===== src/rtl/mips_pkg.sv =====
// Shared definitions for the multicycle MIPS control path: FSM states,
// opcode/funct constants and ALU control codes.
package mips_pkg;

    typedef enum logic [3:0] {
        StFetch    = 4'd0,
        StDecode   = 4'd1,
        StMemAdr   = 4'd2,
        StMemRd    = 4'd3,
        StMemWb    = 4'd4,
        StMemWr    = 4'd5,
        StExecute  = 4'd6,
        StAluWb    = 4'd7,
        StBranch   = 4'd8,
        StAddiExec = 4'd9,
        StAddiWb   = 4'd10,
        StJump     = 4'd11
    } state_t;

    typedef enum logic [1:0] {
        AluOpAdd   = 2'b00,
        AluOpSub   = 2'b01,
        AluOpFunct = 2'b10
    } aluop_t;

    localparam logic [5:0] OpLw    = 6'b100011;
    localparam logic [5:0] OpSw    = 6'b101011;
    localparam logic [5:0] OpRtype = 6'b000000;
    localparam logic [5:0] OpBeq   = 6'b000100;
    localparam logic [5:0] OpAddi  = 6'b001000;
    localparam logic [5:0] OpJ     = 6'b000010;

    localparam logic [5:0] FunctAdd = 6'b100000;
    localparam logic [5:0] FunctSub = 6'b100010;
    localparam logic [5:0] FunctAnd = 6'b100100;
    localparam logic [5:0] FunctOr  = 6'b100101;
    localparam logic [5:0] FunctSlt = 6'b101010;

    localparam logic [2:0] AluAdd = 3'b010;
    localparam logic [2:0] AluSub = 3'b110;
    localparam logic [2:0] AluAnd = 3'b000;
    localparam logic [2:0] AluOr  = 3'b001;
    localparam logic [2:0] AluSlt = 3'b111;

endpackage


===== src/rtl/aludec.sv =====
// ALU decoder: maps the controller's aluop and the R-type funct field to an
// ALU operation code.
module aludec
    import mips_pkg::*;
(
    input  aluop_t      aluop,
    input  logic [5:0]  funct,
    output logic [2:0]  alucontrol
);

    always_comb begin
        alucontrol = AluAdd;
        unique case (aluop)
            AluOpAdd: alucontrol = AluAdd;
            AluOpSub: alucontrol = AluSub;
            AluOpFunct: begin
                case (funct)
                    FunctAdd: alucontrol = AluAdd;
                    FunctSub: alucontrol = AluSub;
                    FunctAnd: alucontrol = AluAnd;
                    FunctOr:  alucontrol = AluOr;
                    FunctSlt: alucontrol = AluSlt;
                    default:  alucontrol = AluAdd;
                endcase
            end
            default: alucontrol = AluAdd;
        endcase
    end

endmodule


===== src/rtl/mc_controller.sv =====
// Multicycle MIPS main controller: Moore FSM sequencing fetch, decode and
// per-instruction datapath control, plus the ALU decoder.
module mc_controller
    import mips_pkg::*;
(
    input  logic        clk,
    input  logic        reset,
    input  logic [5:0]  op,
    input  logic [5:0]  funct,
    input  logic        zero,
    output logic        memwrite,
    output logic        irwrite,
    output logic        pcen,
    output logic        iord,
    output logic        alusrcA,
    output logic [1:0]  alusrcB,
    output logic [1:0]  pcsrc,
    output logic        regwrite,
    output logic        regdst,
    output logic        memtoreg,
    output logic        jump,
    output logic [2:0]  alucontrol,
    output logic [3:0]  state
);

    state_t state_q, state_d;
    aluop_t aluop;
    logic   pcwrite;
    logic   branch;

    always_ff @(posedge clk or negedge reset) begin
        if (!reset) begin
            state_q <= StFetch;
        end else begin
            state_q <= state_d;
        end
    end

    always_comb begin
        state_d = StFetch;
        unique case (state_q)
            StFetch: state_d = StDecode;
            StDecode: begin
                case (op)
                    OpLw, OpSw: state_d = StMemAdr;
                    OpRtype:    state_d = StExecute;
                    OpBeq:      state_d = StBranch;
                    OpAddi:     state_d = StAddiExec;
                    OpJ:        state_d = StJump;
                    default:    state_d = StFetch;
                endcase
            end
            StMemAdr:   state_d = (op == OpSw) ? StMemWr : StMemRd;
            StMemRd:    state_d = StMemWb;
            StExecute:  state_d = StAluWb;
            StAddiExec: state_d = StAddiWb;
            default:    state_d = StFetch;
        endcase
    end

    always_comb begin
        memwrite = 1'b0;
        irwrite  = 1'b0;
        pcwrite  = 1'b0;
        branch   = 1'b0;
        iord     = 1'b0;
        alusrcA  = 1'b0;
        alusrcB  = 2'b00;
        pcsrc    = 2'b00;
        regwrite = 1'b0;
        regdst   = 1'b0;
        memtoreg = 1'b0;
        jump     = 1'b0;
        aluop    = AluOpAdd;
        unique case (state_q)
            StFetch: begin
                alusrcB = 2'b01;
                irwrite = 1'b1;
                pcwrite = 1'b1;
            end
            StDecode: alusrcB = 2'b11;
            StMemAdr, StAddiExec: begin
                alusrcA = 1'b1;
                alusrcB = 2'b10;
            end
            StMemRd: iord = 1'b1;
            StMemWr: begin
                iord     = 1'b1;
                memwrite = 1'b1;
            end
            StMemWb: begin
                memtoreg = 1'b1;
                regwrite = 1'b1;
            end
            StAluWb: begin
                regdst   = 1'b1;
                regwrite = 1'b1;
            end
            StAddiWb: regwrite = 1'b1;
            StExecute: begin
                alusrcA = 1'b1;
                aluop   = AluOpFunct;
            end
            StBranch: begin
                alusrcA = 1'b1;
                aluop   = AluOpSub;
                pcsrc   = 2'b01;
                branch  = 1'b1;
            end
            StJump: begin
                pcsrc   = 2'b10;
                pcwrite = 1'b1;
                jump    = 1'b1;
            end
            default: ;
        endcase
    end

    assign pcen  = pcwrite | (branch & zero);
    assign state = state_q;

    aludec u_aludec (
        .aluop      (aluop),
        .funct      (funct),
        .alucontrol (alucontrol)
    );

endmodule


===== config.mk =====
export PLATFORM = sky130hd
export DESIGN_NAME = mc_controller
export DESIGN_NICKNAME = d
export VERILOG_FILES = /design/src/rtl/mips_pkg.sv /design/src/rtl/aludec.sv /design/src/rtl/mc_controller.sv
export SDC_FILE = /design/constraint.sdc
export NUM_CORES = 1
export LEC_CHECK = 0
export BUFFER_PORTS_ARGS = -buffer_cell sky130_fd_sc_hd__buf_2
export CORE_MARGIN = 2
export CORE_UTILIZATION = 37
export DETAILED_ROUTE_END_ITERATION = 10
export PLACE_DENSITY = 0.69
export SLEW_MARGIN = 10
export SYNTH_ARGS = -nofsm -noshare
export SYNTH_HDL_FRONTEND = slang
export SYNTH_SLANG_ARGS = --single-unit

===== constraint.sdc =====
create_clock -name clk -period 1.7 [get_ports clk]
set_input_delay 0.255 -clock clk [delete_from_list [all_inputs] [get_ports clk]]
set_output_delay 0.255 -clock clk [all_outputs]
set_load 0.01 [all_outputs]

==> results.cfg <==
[floorplanning]
die_x_um = 43.10
die-area_um2 = 1857
core-area_um2 = 1471
start_util = 0.3844
die_height_um = 43.10
io_pins = 35
rows = 14

[critical_path]
endpoint_kind = primary output
cp_max_fo = 3
ff2ff_path_depth = 6
crit_chain = nand2b_4, or2_4, inv_2, ha_4, and4bb_2, nand3_1, o21ai_2, buf_2
cp.arrival_ns = 1.73
cp_slowest_cell = dfrtp_1
reg2reg_setup_slack_ns = 0.37
worstSetupPathType = flop to primary output
rr_endpoint = state[2]$_DFF_PN0_
critPathLaunchType = flop
crit_path_start = state[0]$_DFF_PN0_
crit_required_ns = 1.44
crit_path_max_incr_delay_ns = 0.39
r2r_start = state[3]$_DFF_PN0_

[timing]
tns_ns = -0.7795
slew_headroom = 0.7865
finalHoldViolations = 0
timing.hold.ws_ns = 0.3422
setup_viol = 3
worst_pin_slew_ns = 0.3190
min_period_ns = 1.981
post-route-period-util = 1.165
drv_slew = 0
rsz0062_at_grt = true
skew_ns = 0.009652
finalWorstSetupSlack_ns = -0.2807
max_freq_mhz = 504.9

[placed_design]
place_congestion = 0.8104
dpl_cell_area_um2 = 808.3
place_ws_ns = -0.07732
hpwl_mm = 1.266
io_buffers = 34

[global_route]
grt-ovfl-total = 0
grt_pass1_wl_mm = 2.967
antenna_found_initial = 0
grt_max_degree = 12
grt_pass1_vias = 697
grt.total_usage = 0.2135

[yosys]
ys_top_cells_by_area = dfrtp_1 18%, nor2_1 6.6%, nand2b_1 5.5%
ys.flop_type = dfrtp_1
yosysTopAreaCell = dfrtp_1
synthTopCellsByCount = 10 x nor2_1, 6 x nand3_1, 5 x nand2b_1
synth-compound-area-share = 0.1372
synth_top_area_share = 0.1770
syn-num-nets = 89
synth_most_common_cell = nor2_1
synth_top_family_by_area = simple AND/OR/NAND/NOR gates
synthSimpleGateAreaFrac = 0.4845
synthArstFlopShare = 1.000
synth.ff_latch_count = 4
synth_edf_count = 0
synthCells = 72
synth_warnings = 0
avgSynthCellArea_um2 = 7.855
yosys.area_share.adder = 0.04425
synth_mux_area_frac = 0.01770
syn_area_um2 = 565.5
synth_seq_area_share = 0.1770
synth_xor_xnor_area_share = 0.04646
synth_cell_types = 33

[outcome]
status = complete, but fails checks
violations = setup timing

[finish]
nFillCells = 146
syn2layout_area_growth_pct = 63.94
design_area_um2 = 927.1
layout-drive-gt1-share = 0.5917
utilization = 0.6301
nNetsFinal = 139
largest_reg_flops = 4
n_antenna_cell = 0

[power_and_ir_drop]
leakagePower_uw = 0.0004867
powerDensity_nw_per_um2 = 1118
ir_worst_vdd_uv = 562.5

[cts]
clkLatencyLatePin_ns = 0.24
cts_sinks = 4
tritoncts = done
cts_max_path_buffers = 2
cts_root_buf = clkbuf_4
cts_buffers = 3
clk_pin_slew_worst_paths_ns = 0.04
cts_max_level = 1

[drt]
drc = 0
detail-route-antenna-nets = 0
wl_mm = 1.718
drtPass1Iterations = 4
vias = 708
routed_via_density = 5.206
post_drt_wl_per_cell_um = 12.63
drt_iter0_drc = 9

[run]
maxCapViolCount = 0

[worst_hold_path]
holdPathEnd = state[0]$_DFF_PN0_
holdCritStartpoint = op[5]
hold_depth = 4
hp-class = input pin to flop
-- through the flow --
step	std cells	power, uW
global placement	129	817.7
CTS	135	1005
finish	136	1036
floorplan	72	554.5
global route	136	1120
detailed placement	129	824.7
-- area by class of cell --
cell class                      count  area, um2  area share
Clock buffer                        3      22.52     0.02429
Inverter                            3      11.26     0.01215
Multi-Input combinational cell     60      475.5      0.5128
Sequential cell                     4      101.3      0.1093
Tap cell                           16      20.02     0.02159
Timing Repair Buffer               50      296.5      0.3198
-- power breakdown --
| group | total (uW) | internal [uW] | switching (uW) | leakage (uW) |
|---|---|---|---|---|
| clock network | 122 | 79.2 | 42.6 | 0.0000138 |
| registers | 158 | 124 | 33.5 | 0.0000516 |
| logic | 757 | 369 | 388 | 0.000421 |
-- layout by cell type (no fill, tap or decap), drive strengths merged --
| cell type | netlist | final |
|---|---|---|
| buf | 5 | 49 |
| nor2 | 10 | 10 |
| nand3 | 6 | 6 |
| nand2b | 6 | 6 |
| nor3 | 4 | 4 |
| dfrtp | 4 | 4 |
| o21ai | 4 | 4 |
| nand2 | 3 | 3 |
| inv | 3 | 3 |
| xor2 | 3 | 3 |
| clkbuf | 0 | 3 |
| nor2b | 2 | 2 |
| a21oi | 2 | 2 |
| and3 | 2 | 2 |
| nand4 | 2 | 2 |
| ha | 2 | 2 |
| or2 | 2 | 2 |
| and4bb | 1 | 1 |
| a211o | 1 | 1 |
| nor4 | 1 | 1 |
| a311oi | 1 | 1 |
| and4b | 1 | 1 |
| nor3b | 1 | 1 |
| o211ai | 1 | 1 |
| o221ai | 1 | 1 |
| nand4b | 1 | 1 |
| nor4b | 1 | 1 |
| mux2i | 1 | 1 |
| a21o | 1 | 1 |
| dlygate4sd3 | 0 | 1 |
-- per-layer routing --
layer | global-route usage | part of all wire | vias up
met5 | 0 | 0 | -
met4 | 0.09091 | 0.0070 | 0
met3 | 0.05532 | 0.037 | 2
met2 | 0.3761 | 0.54 | 18
met1 | 0.2377 | 0.41 | 334
li1 | - | - | 354
-- cell families after synthesis --
family          Yosys count
buf+inv                   8
fa+ha+maj                 2
simple gates             43
mux                       1
flops                     4
xor+xnor                  3
compound gates           11
-- worst max-delay path: cells and delay by family, from the launching register on --
family / cells / cell delay [ns]
adders and majority gates: 1 / 0.12
buffers and inverters: 2 / 0.21
AOI/OAI and AO/OA: 1 / 0.07
DFF: 1 / 0.39
and+or+nand+nor: 4 / 0.70
-- worst max-delay path by stage --
stage	cells past startpoint	slack [ns]	to
2_1_floorplan	8	-0.16	alucontrol[2]
3_3_place_gp	8	-0.05	alucontrol[2]
3_5_place_dp	8	-0.08	alucontrol[2]
4_1_cts	8	-0.27	alucontrol[0]
5_1_grt	8	-0.39	alucontrol[0]
6_report	8	-0.28	alucontrol[0]
-- what timing repair did --
item | in CTS | in global routing
endpoints found under the hold margin | 4 | 0
pin swaps | 4 | 3
setup buffers | 2 | 1
resized for setup | 10 | 4
hold buffers | 1 | 0
gates cloned | 0 | 0
endpoints found under the setup margin | 3 | 6
(Power assumes the default switching activity.)
